[src/rtl/dmem_arb_pkg.sv]
// Shared types and constants for the two-requester data-memory arbiter.
package dmem_arb_pkg;

  typedef enum logic {
    IDLE = 1'b0,
    WAIT = 1'b1
  } arb_state_t;

  typedef logic req_id_t;

  localparam logic [1:0] ALIGN_MASK = 2'b11;

endpackage

[src/rtl/rr_pick2.sv]
// Two-way round-robin picker: on a tie the requester that did not win last time is chosen.
module rr_pick2
  import dmem_arb_pkg::*;
(
  input  logic [1:0] eligible,
  input  req_id_t    last_grant,
  output logic [1:0] grant
);

  always_comb begin
    grant = eligible;
    if (eligible == 2'b11) begin
      grant = last_grant ? 2'b01 : 2'b10;
    end
  end

endmodule

[src/rtl/dmem_arbiter.sv]
// Arbiter and sequencer sharing a single-port data memory between the core (req 0)
// and the loader/debug port (req 1); one access per grant, response one cycle later.
module dmem_arbiter
  import dmem_arb_pkg::*;
#(
  parameter int WIDTH  = 32,
  parameter int ADDR_W = 10
) (
  input  logic                  clock,
  input  logic                  reset,
  input  logic [1:0]            req_valid,
  output logic [1:0]            req_ready,
  input  logic [1:0]            req_we,
  input  logic [1:0]            req_lock,
  input  logic [2*ADDR_W-1:0]   req_addr,
  input  logic [2*WIDTH-1:0]    req_wdata,
  input  logic [7:0]            req_wstrb,
  output logic [1:0]            rsp_valid,
  output logic                  rsp_err,
  output logic [WIDTH-1:0]      rsp_rdata,
  output logic                  mem_en,
  output logic                  mem_we,
  output logic [ADDR_W-3:0]     mem_addr,
  output logic [WIDTH-1:0]      mem_wdata,
  output logic [3:0]            mem_wstrb,
  input  logic [WIDTH-1:0]      mem_rdata
);

  arb_state_t state_q, state_d;
  req_id_t    last_grant_q, last_grant_d;
  req_id_t    owner_q, owner_d;
  logic       locked_q, locked_d;
  logic       err_q, err_d;
  logic       is_load_q, is_load_d;

  logic [1:0]        eligible;
  logic [1:0]        grant;
  req_id_t           winner;
  logic              handshake;
  logic              aligned;
  logic              win_we;
  logic [ADDR_W-1:0] win_addr;
  logic [WIDTH-1:0]  win_wdata;
  logic [3:0]        win_wstrb;
  logic              rsp_active;
  logic              unused_lock;

  assign unused_lock = req_lock[1];

  // Nothing is granted while reset is high; the lock masks requester 1 out before picking.
  assign eligible = (state_q == IDLE && !reset)
                    ? (req_valid & (locked_q ? 2'b01 : 2'b11))
                    : 2'b00;

  rr_pick2 u_pick (
    .eligible   (eligible),
    .last_grant (last_grant_q),
    .grant      (grant)
  );

  always_comb begin
    winner    = grant[1];
    handshake = |grant;
    win_we    = winner ? req_we[1] : req_we[0];
    win_addr  = winner ? req_addr[2*ADDR_W-1:ADDR_W] : req_addr[ADDR_W-1:0];
    win_wdata = winner ? req_wdata[2*WIDTH-1:WIDTH] : req_wdata[WIDTH-1:0];
    win_wstrb = winner ? req_wstrb[7:4] : req_wstrb[3:0];
    aligned   = (win_addr[1:0] & ALIGN_MASK) == 2'b00;
  end

  always_comb begin
    req_ready = grant;
    mem_en    = handshake && aligned;
    mem_we    = mem_en && win_we;
    mem_addr  = mem_en ? win_addr[ADDR_W-1:2] : '0;
    mem_wdata = mem_en ? win_wdata : '0;
    mem_wstrb = mem_en ? win_wstrb : 4'b0000;
  end

  // A response in flight is suppressed if reset lands on the WAIT cycle.
  always_comb begin
    rsp_active = (state_q == WAIT) && !reset;
    rsp_valid  = rsp_active ? (owner_q ? 2'b10 : 2'b01) : 2'b00;
    rsp_err    = rsp_active && err_q;
    rsp_rdata  = (rsp_active && is_load_q && !err_q) ? mem_rdata : '0;
  end

  always_comb begin
    state_d      = state_q;
    last_grant_d = last_grant_q;
    owner_d      = owner_q;
    locked_d     = locked_q;
    err_d        = err_q;
    is_load_d    = is_load_q;
    unique case (state_q)
      IDLE: begin
        if (handshake) begin
          state_d      = WAIT;
          owner_d      = winner;
          last_grant_d = winner;
          err_d        = !aligned;
          is_load_d    = !win_we;
          if (!winner) begin
            locked_d = req_lock[0];
          end
        end
      end
      WAIT: begin
        state_d = IDLE;
      end
      default: begin
        state_d = IDLE;
      end
    endcase
  end

  always_ff @(posedge clock) begin
    if (reset) begin
      state_q      <= IDLE;
      last_grant_q <= 1'b1;
      owner_q      <= 1'b0;
      locked_q     <= 1'b0;
      err_q        <= 1'b0;
      is_load_q    <= 1'b0;
    end else begin
      state_q      <= state_d;
      last_grant_q <= last_grant_d;
      owner_q      <= owner_d;
      locked_q     <= locked_d;
      err_q        <= err_d;
      is_load_q    <= is_load_d;
    end
  end

endmodule

[config.mk]
export PLATFORM = sky130hd
export DESIGN_NAME = dmem_arbiter
export DESIGN_NICKNAME = d
export VERILOG_FILES = /design/src/rtl/dmem_arb_pkg.sv /design/src/rtl/rr_pick2.sv /design/src/rtl/dmem_arbiter.sv
export SDC_FILE = /design/constraint.sdc
export NUM_CORES = 1
export LEC_CHECK = 0
export CORE_AREA = 2 2 83 85
export DETAILED_ROUTE_END_ITERATION = 10
export DIE_AREA = 0 0 85 87
export GPL_TIMING_DRIVEN = 0
export PLACE_DENSITY = 0.77
export SYNTH_ARGS = -nofsm -noshare
export SYNTH_HDL_FRONTEND = slang
export SYNTH_SLANG_ARGS = --single-unit
[constraint.sdc]
create_clock -name clock -period 2.3 [get_ports clock]
set_input_delay 0.23 -clock clock [delete_from_list [all_inputs] [get_ports clock]]
set_output_delay 0.23 -clock clock [all_outputs]
set_load 0.005 [all_outputs]
==> results of run 1 <==
## area by class of cell
class,instances,share of cell area [%]
buffer,28,6.007
clock buffer,3,1.060
inverter,3,0.4818
multi-input combinational,194,28.59
sequential,6,3.084
tap,80,2.570
timing repair buffer,220,58.21
## logic make-up (layout without fill, tap and decap cells)
logic type             Yosys count  after routing
AND/OR/NAND/NOR                139            139
buffers and inverters           31            254
multiplexers                     1              1
flip-flops                       6              6
AO/OA/AOI/OAI                   54             54
## cells in the final DEF, fill, tap and decap left out, types with 8 or more instances in the layout
cell	netlist	layout
sky130_fd_sc_hd__and2_1	32	32
sky130_fd_sc_hd__dlymetal6s2s_1	0	34
sky130_fd_sc_hd__nand3_1	90	90
sky130_fd_sc_hd__buf_4	0	9
sky130_fd_sc_hd__buf_6	10	8
sky130_fd_sc_hd__a21oi_1	49	41
sky130_fd_sc_hd__clkdlybuf4s50_1	0	178
sky130_fd_sc_hd__a21oi_2	0	8
## layer usage
layer	global-route usage (%)	vias up
li1	-	1270
met1	24.63	1161
met2	34.38	111
met3	5.687	8
met4	3.463	0
met5	0	-
## worst min-delay path by stage
stage                     depth (start not counted)                     end
final                                             2   locked_q$_SDFFE_PP0P_
after global routing                              2   locked_q$_SDFFE_PP0P_
after floorplan                                   2   locked_q$_SDFFE_PP0P_
after global placement                            2    owner_q$_SDFFE_PP0P_
after CTS                                         2   locked_q$_SDFFE_PP0P_
after detailed placement                          2  is_load_q$_SDFFE_PP0P_
## worst register-to-register path, stage by stage, from the launching register on
cell and delay [ps]:
sky130_fd_sc_hd__dfxtp_1 380, sky130_fd_sc_hd__nor2b_4 70, sky130_fd_sc_hd__buf_4 140, sky130_fd_sc_hd__o21ai_4 250
sky130_fd_sc_hd__clkbuf_4 290, sky130_fd_sc_hd__nand2_1 70, sky130_fd_sc_hd__o2bb2ai_1 120
## power by group through the flow
stage          Combinational, mW  Clock [mW]  Sequential [mW]
2_1_floorplan              0.148           0            0.120
4_1_cts                    0.472       0.160            0.121
3_3_place_gp               0.458           0            0.122
6_report                   0.489       0.155            0.121
5_1_grt                    0.528       0.166            0.122
3_5_place_dp               0.462           0            0.122
## per-stage QoR
step                      TNS [ps]  std cells  power, mW
after floorplan                  0        231     0.2686
after global placement       -6805        523     0.5798
after detailed placement     -6939        523     0.5845
after CTS                        0        526     0.7536
after global routing        -8.169        534     0.8163
final                            0        534     0.7649
## flip-flops by register name, indices dropped and copies added (netlist names)
name / cells
err_q: 1
state_q: 1
is_load_q: 1
last_grant_q: 1
locked_q: 1
owner_q: 1
## what timing repair did
| action | CTS | global route |
|---|---|---|
| buffers inserted | 0 | 8 |
| resized for setup | 14 | 59 |
| pin swaps | 0 | 3 |
| setup endpoints to repair | 46 | 46 |
==> impl_metrics.yaml, run 1 <==
routing:
  detail_route.iter0.violations: 64
  drt_pre_antenna_iters: 4
  topmost_layer_with_routed_signal_wires: "met4"
  drt-wirelength-per-cell_um: 15.27
  viasPerCell: 4.775
  routed-via-count: 2550
  met3_length_um: 654
  routed_wirelength_um: 8155
  antenna_violating_nets_post_route: 0
  remaining_drc_errors: 0
  detail_route.wirelength.met1_um: 3302
  route.met2.wl_um: 4119
setup_path:
  reg2reg_capture_point: "err_q$_SDFFE_PP0P_"
  critPathArrivalTime_ps: 1980
  critPathSlowestCell: "sky130_fd_sc_hd__clkdlybuf4s50_1"
  worstSetupStartpoint: "req_valid[1]"
  crit_end: "mem_wdata[10]"
  critical-path-max-stage-delay_ps: 510
  setup.worst_path.class: "input pin to output pin"
  critical_path_cell_by_cell: "clkdlybuf4s50_1 -> nor2b_4 -> buf_4 -> o21ai_4 -> clkbuf_2 -> a21oi_1 -> clkdlybuf4s50_1"
  ff2ff_setup_slack_ps: 910
  path_delay_family: "buffers and inverters"
  critPathCaptureType: "output pin"
  crit_fanout: 10
  worst_setup_path_start_kind: "input pin"
  worstPathRequired_ps: 2070
  critical_path.n_buffers_inverters: 4
  crit_path_depth: 7
  cp_common_cell: "sky130_fd_sc_hd__clkdlybuf4s50_1"
  rr_worst_depth: 6
  reg2reg_from: "locked_q$_SDFFE_PP0P_"
layout:
  seqCellArea_um2: 120.1
  final_core_utilization_pct: 59.30
  antennaDiodeCount: 0
  postLayoutCellArea_mm2: 0.003895
  area.growth.synth_to_final_pct: 180.7
  final_layout_size_suffix_gt1_share_pct: 11.23
  multi_input_comb_area_mm2: 0.001114
  fill_cells: 598
  layout.nets: 588
pwr:
  power.share.switching_pct: 29.04
  power_density_mw_per_mm2: 196.4
  p_int_mw: 0.5428
  total_leakage_power_nw: 1.933
  share_clk_of_total_power_pct: 20.3
  power.share.combinational_pct: 63.9
  power.share.sequential_pct: 15.8
  netSwitchingPower_mw: 0.2221
  power.ir.vdd_worst_uv: 176.0
logic_synthesis:
  synth_most_common_cell: "sky130_fd_sc_hd__nand3_1"
  synthCells: 231
  ys_top_cells_by_area: "sky130_fd_sc_hd__nand3_1, sky130_fd_sc_hd__a21oi_1, sky130_fd_sc_hd__and2_1"
  synth-xor-area-share_pct: 0
  synth_top_family_by_area: "simple AND/OR/NAND/NOR gates"
  synth.cell_area_mm2: 0.001388
  yosysWarnings: 0
  syn-num-nets: 363
  area_share_of_and_or_nand_nor_cells_after_synthesis_pct: 55.18
  synth_mux_area_share_pct: 0.7214
  post_synth.cell_area_avg_um2: 6.007
  edff_count_synth: 0
  commonest_register_cell_after_synthesis: "sky130_fd_sc_hd__dfxtp_1"
  async_reset_ff_share_pct: 0
  synth_compound_area_share_pct: 20.92
  synth_top_cells_by_count: "sky130_fd_sc_hd__nand3_1, sky130_fd_sc_hd__a21oi_1, sky130_fd_sc_hd__and2_1"
  netlist.top_cell.by_area: "sky130_fd_sc_hd__nand3_1"
  part_of_the_yosys_area_used_for_sequential_elements_pct: 8.656
  postSynthRegisterBits: 6
  synthDominantCellAreaShare_pct: 32.46
  post_synth_num_cell_types: 24
  synth_adder_area_share_pct: 0
die:
  die_width_um: 85
  die_h_um: 87
  die-area_mm2: 0.007395
  num_rows: 30
  placeableCoreArea_mm2: 0.006569
  initial_core_utilization_pct: 21.12
  design.portCount: 215
place:
  dpl-instance-area_mm2: 0.003610
  hpwl_um: 6369
  detailedPlace.worstSlack_ps: -223.9
  io_buffer_count: 212
  finalWeightedCongestion: 0.8187
clock_network:
  tritoncts: "built"
  cts.sinks: 6
  htreeDepth: 1
  clk_pin_slew_ps: 40
  cts-root-buf: "sky130_fd_sc_hd__clkbuf_8"
  postCtsHoldBufs: 0
  maximum_clock_insertion_buffer_count: 2
  tritoncts.num_buffers: 3
  worst_skew_pair.late_latency_ps: 220
sta:
  final.setup_skew_ps: 4.830
  worst_pin_slew_ps: 326.5
  final.hold.worst_slack_ps: 220.6
  final-hold-violation-count: 0
  min_period_ps: 2213
  worst_slack_ps: 86.59
  fmax_ghz: 0.4518
  slew_viol_final: 0
  timing.max_slew.rel_slack_pct: 78.23
  final-setup-viol-count: 0
  final_min_period_over_clock_period_pct: 96.24
global_route:
  global_route.usage.total_pct: 19.80
  first_global_vias: 2456
  antenna_found_initial: 0
  gr-total-overflow: 0
  grt_first_pass_wirelength_um: 11940
  grt_start_max_net_pins: 11
flow_run:
  max_cap_violations: 0
worst_hold_path:
  timing.hold.worst.start: "reset"
  worstHoldPathType: "input pin to register"
run_status:
  outcome: "completed"
Power figures use the tool's default switching activity.
==> run 2, diff against run 1 <==
- CTS_CLUSTER_DIAMETER: unset -> 50
- clock period: 2.3 -> 2.9 ns (I/O delays scaled with it)
==> run 2 against run 1 <==
  * Clock skew is 1.3 ps lower
  * Setup slack better by 180 ps
  * Final area down 6.3%
  * Die area unchanged
  * Count of clock-buffer cells in the layout unchanged
  * Sequential power down 21%
  * Via count increased by 0.39%
  * First-iteration DRC count decreased by 11%
  * Sequential share of layout area increased by 0.21 points
  * Core utilization shrank 3.7 points
  * Flip-flop and latch count unchanged
  * Critical path depth stayed put
  * Critical endpoint is now mem_wdata[22]
==> impl_metrics.yaml, run 2 (synthesis results as in run 1) <==
clock_network:
  cts_setup_buffers: 0
  htreeDepth: 1
  maximum_clock_insertion_buffer_count: 2
  cts.repair.resized: 0
  cts-root-buf: "sky130_fd_sc_hd__clkbuf_8"
  clk_pin_slew_ps: 40
  cts.sinks: 6
  tritoncts.num_buffers: 3
  tritoncts: "built"
  worst_skew_pair.late_latency_ps: 220
  postCtsHoldBufs: 0
die:
  placeableCoreArea_mm2: 0.006569
  design.portCount: 215
  initial_core_utilization_pct: 21.12
  die_width_um: 85
  die-area_mm2: 0.007395
  num_rows: 30
  die_h_um: 87
global_route:
  antenna_found_initial: 0
  grt_first_pass_wirelength_um: 11850
  first_global_vias: 2451
  global_route.usage.total_pct: 19.62
  gr-total-overflow: 0
  grt_start_max_net_pins: 11
place:
  placed_cells: 523
  hpwl_um: 6369
  finalWeightedCongestion: 0.8187
  io_buffer_count: 212
  dpl-instance-area_mm2: 0.003610
pwr:
  power.share.sequential_pct: 16.4
  power.share.combinational_pct: 62.7
  power_density_mw_per_mm2: 159.9
  share_clk_of_total_power_pct: 20.9
  total_leakage_power_nw: 1.244
  power.ir.vdd_worst_uv: 140.9
  netSwitchingPower_mw: 0.1672
  power.share.switching_pct: 28.64
  total_power_mw: 0.5839
  p_int_mw: 0.4167
layout:
  stdcell_count: 526
  postLayoutCellArea_mm2: 0.003651
  area.growth.synth_to_final_pct: 163.1
  most-common-layout-cells: "sky130_fd_sc_hd__clkdlybuf4s50_1, sky130_fd_sc_hd__nand3_1, sky130_fd_sc_hd__a21oi_1"
  leading_cell_type_in_the_layout_fill_and_taps_excluded: "sky130_fd_sc_hd__clkdlybuf4s50_1"
  layout.nets: 580
  antennaDiodeCount: 0
  final_layout_size_suffix_gt1_share_pct: 5.830
  fill_cells: 613
setup_path:
  crit_fanout: 10
  critPathCaptureType: "output pin"
  worstSetupStartpoint: "req_addr[10]"
  reg2reg_from: "locked_q$_SDFFE_PP0P_"
  worstPathRequired_ps: 2610
  worst_setup_path_start_kind: "input pin"
  setup.worst_path.class: "input pin to output pin"
  critPathArrivalTime_ps: 2340
sta:
  min_period_ps: 2632
  timing.max_slew.rel_slack_pct: 68.67
  slew_viol_final: 0
  fmax_ghz: 0.3799
  final-setup-viol-count: 0
  final-hold-violation-count: 0
  final.setup_skew_ps: 3.514
  grt_setup_unrepaired: "no"
  worst_pin_slew_ps: 470.0
  final_min_period_over_clock_period_pct: 90.77
  setup-tns-final_ps: 0
routing:
  detail_route.wirelength.met1_um: 3265
  drt_pre_antenna_iters: 4
  routed-via-count: 2560
  drt-wirelength-per-cell_um: 14.95
  route.met2.wl_um: 3839
  met3_length_um: 679
  topmost_layer_with_routed_signal_wires: "met4"
  remaining_drc_errors: 0
  detail_route.iter0.violations: 57
  routed_wirelength_um: 7865
  antenna_violating_nets_post_route: 0
  viasPerCell: 4.867
worst_hold_path:
  timing.hold.worst.start: "reset"
  worstHoldPathType: "input pin to register"
run_status:
  outcome: "completed"
flow_run:
  max_cap_violations: 0
run 2: final cells by class:
| type | instances | area (um2) | area share (%) |
|---|---|---|---|
| inverter | 3 | 13.76 | 0.3770 |
| sequential | 6 | 120.1 | 3.290 |
| tap | 80 | 100.1 | 2.742 |
| timing repair buffer | 212 | 2122 | 58.12 |
| buffer | 28 | 187.7 | 5.141 |
| multi-input combinational | 194 | 1066 | 29.20 |
| clock buffer | 3 | 41.29 | 1.131 |
run 2: final timing paths:
path | end | slack [ps] | cells after the start
max | mem_wdata[22] | 270 | 7
min reg2reg | is_load_q$_SDFFE_PP0P_ | 460 | 2
max reg2reg | err_q$_SDFFE_PP0P_ | 1560 | 5
min | locked_q$_SDFFE_PP0P_ | 280 | 2
run 2: metal layers:
layer | global-route usage [%] | vias up
met3 | 5.687 | 8
met5 | 0 | -
met2 | 34.30 | 120
met1 | 24.23 | 1174
li1 | - | 1258
met4 | 3.319 | 0
run 2: critical path, stage by stage:
cell and delay [ps]:
sky130_fd_sc_hd__clkdlybuf4s50_1 400, sky130_fd_sc_hd__nor2_1 160, sky130_fd_sc_hd__buf_2 280, sky130_fd_sc_hd__clkbuf_1 380, sky130_fd_sc_hd__nand3_1 140, sky130_fd_sc_hd__a21oi_1 160, sky130_fd_sc_hd__clkdlybuf4s50_1 530
run 2: power groups by stage:
| stage | logic, mW | clock network, mW | registers [mW] |
|---|---|---|---|
| after CTS | 0.369 | 0.127 | 0.0957 |
| after detailed placement | 0.367 | 0 | 0.0968 |
| after global routing | 0.396 | 0.132 | 0.0968 |
| final | 0.366 | 0.122 | 0.0958 |
| after global placement | 0.363 | 0 | 0.0966 |
| after floorplan | 0.118 | 0 | 0.0955 |
run 2: through the flow:
step	hold slack (ps)	util, %	setup slack, ps
after global routing	287.5	55.58	108.3
after detailed placement	451.0	54.95	256.1
after floorplan	434.7	-	1497
after CTS	278.7	55.58	233.8
after global placement	447.8	54.95	237.1
final	283.4	55.58	267.6
==> run 3, diff against run 2 <==
- GPL_TIMING_DRIVEN: 0 -> 1
==> run 3 against run 2 <==
  * Clock skew down 1.3 ps
  * Setup slack worse by 28 ps
  * Power shrank 0.38%
  * Count of clock-buffer cells in the layout stayed put
  * Critical path type unchanged
  * Critical path depth grew 1
  * Flip-flop and latch count stayed put
  * First-iteration DRC count is 65% higher
  * Global-route usage shrank 1.5 points
  * Register-to-register slack lost 110 ps
==> impl_metrics.yaml, run 3 (synthesis results as in run 1) <==
setup_path:
  reg2reg_capture_point: "is_load_q$_SDFFE_PP0P_"
  worstPathRequired_ps: 2610
  worst_setup_path_start_kind: "input pin"
  ff2ff_setup_slack_ps: 1450
  setup.worst_path.class: "input pin to output pin"
  reg2reg_from: "locked_q$_SDFFE_PP0P_"
  crit_fanout: 20
  rr_worst_depth: 6
  critPathCaptureType: "output pin"
  critPathArrivalTime_ps: 2370
worst_hold_path:
  hold-path-endpoint: "is_load_q$_SDFFE_PP0P_"
  worst_hold_path.num_cells: 2
  timing.hold.worst.start: "is_load_q$_SDFFE_PP0P_"
  worstHoldPathType: "register to register"
layout:
  antennaDiodeCount: 0
  leading_cell_type_in_the_layout_fill_and_taps_excluded: "sky130_fd_sc_hd__clkdlybuf4s50_1"
  final_layout_size_suffix_gt1_share_pct: 4.673
  fill_cells: 615
  multi_input_comb_area_mm2: 0.001086
  layout.nets: 562
  area.growth.synth_to_final_pct: 159.3
  most-common-layout-cells: "sky130_fd_sc_hd__clkdlybuf4s50_1, sky130_fd_sc_hd__nand3_1, sky130_fd_sc_hd__a21oi_1"
  seqCellArea_um2: 120.1
  stdcell_count: 508
sta:
  timing.max_slew.rel_slack_pct: 54.37
  worst_pin_slew_ps: 681.9
  setup-tns-final_ps: 0
  final-hold-violation-count: 0
  final_min_period_over_clock_period_pct: 91.74
  final.setup_skew_ps: 2.187
  slew_viol_final: 0
  min_period_ps: 2660
  fmax_ghz: 0.3759
  final-setup-viol-count: 0
  grt_setup_unrepaired: "no"
global_route:
  first_global_vias: 2337
  grt_first_pass_wirelength_um: 10970
  grt_start_max_net_pins: 48
  global_route.usage.total_pct: 18.08
  gr-total-overflow: 0
  antenna_found_initial: 0
routing:
  drt_pre_antenna_iters: 5
  viasPerCell: 4.813
  detail_route.iter0.violations: 94
  drt-wirelength-per-cell_um: 14.66
  remaining_drc_errors: 0
  routed-via-count: 2445
  antenna_violating_nets_post_route: 0
  routed_wirelength_um: 7447
flow_run:
  max_cap_violations: 0
die:
  num_rows: 30
  placeableCoreArea_mm2: 0.006569
  design.portCount: 215
  die_width_um: 85
  die-area_mm2: 0.007395
  initial_core_utilization_pct: 21.12
  die_h_um: 87
clock_network:
  tritoncts: "built"
  maximum_clock_insertion_buffer_count: 2
  clk_pin_slew_ps: 40
  tritoncts.num_buffers: 3
  worst_skew_pair.late_latency_ps: 220
  htreeDepth: 1
  cts.sinks: 6
  postCtsHoldBufs: 0
  cts.repair.resized: 0
  cts-root-buf: "sky130_fd_sc_hd__clkbuf_8"
  cts_setup_buffers: 0
pwr:
  total_leakage_power_nw: 1.208
  power.ir.vdd_worst_uv: 89.31
  power_density_mw_per_mm2: 161.6
run_status:
  outcome: "completed"
place:
  hpwl_um: 5777
  placed_cells: 505
  io_buffer_count: 213
  finalWeightedCongestion: 0.7100
[run 3: worst max path at each step]
stage / slack, ps / start / to / cells past startpoint
after floorplan: 1500 / req_addr[10] / mem_wdata[15] / 5
after global placement: 300 / req_valid[1] / mem_wdata[5] / 8
after detailed placement: 220 / req_valid[1] / mem_wdata[6] / 8
after CTS: 220 / req_valid[1] / mem_wdata[6] / 8
after global routing: 90 / req_valid[1] / mem_wdata[7] / 8
final: 240 / req_valid[1] / mem_wdata[6] / 8
[run 3: layout make-up]
cell class	instances	share of cell area, %
Clock buffer	3	1.147
Inverter	3	0.3825
Multi-Input combinational cell	194	30.18
Sequential cell	6	3.338
Tap cell	80	2.782
Timing Repair Buffer	222	62.17
[run 3: routing by layer]
layer / global-route usage (%) / vias to the layer above / share of wire, %
met1: 21.11 / 1097 / 40
met3: 5.498 / 4 / 8.8
met5: 0 / - / 0
met2: 32.60 / 129 / 50
li1: - / 1215 / -
met4: 3.752 / 0 / 0.68
[run 3: through the flow]
step                setup slack, ps  area [um2]  power (mW)  util [%]  hold WS (ps)
finish                        239.5        3598      0.5816     54.78         459.3
global route                  87.54        3598      0.6213     54.78         514.0
CTS                           217.0        3598      0.5891     54.78         460.8
detailed placement            219.0        3557      0.4583     54.15         456.8
global placement              296.7        3557      0.4536     54.15         445.5
floorplan                      1497        1388      0.2131         -         434.7
[run 3: critical path, stage by stage]
cell and delay (ps):
sky130_fd_sc_hd__clkdlybuf4s50_1 470, sky130_fd_sc_hd__nor2b_2 260, sky130_fd_sc_hd__nand3_4 130, sky130_fd_sc_hd__inv_4 220, sky130_fd_sc_hd__buf_4 230, sky130_fd_sc_hd__nand3_1 100, sky130_fd_sc_hd__a21oi_1 150, sky130_fd_sc_hd__clkdlybuf4s50_1 520
[run 3: report_power, final]
part	internal, mW	leakage, nW	switching, mW
clock network	0.0891	0.0216	0.0358
registers	0.0902	0.0496	0.00578
logic	0.235	1.14	0.126
total	0.414	1.21	0.167
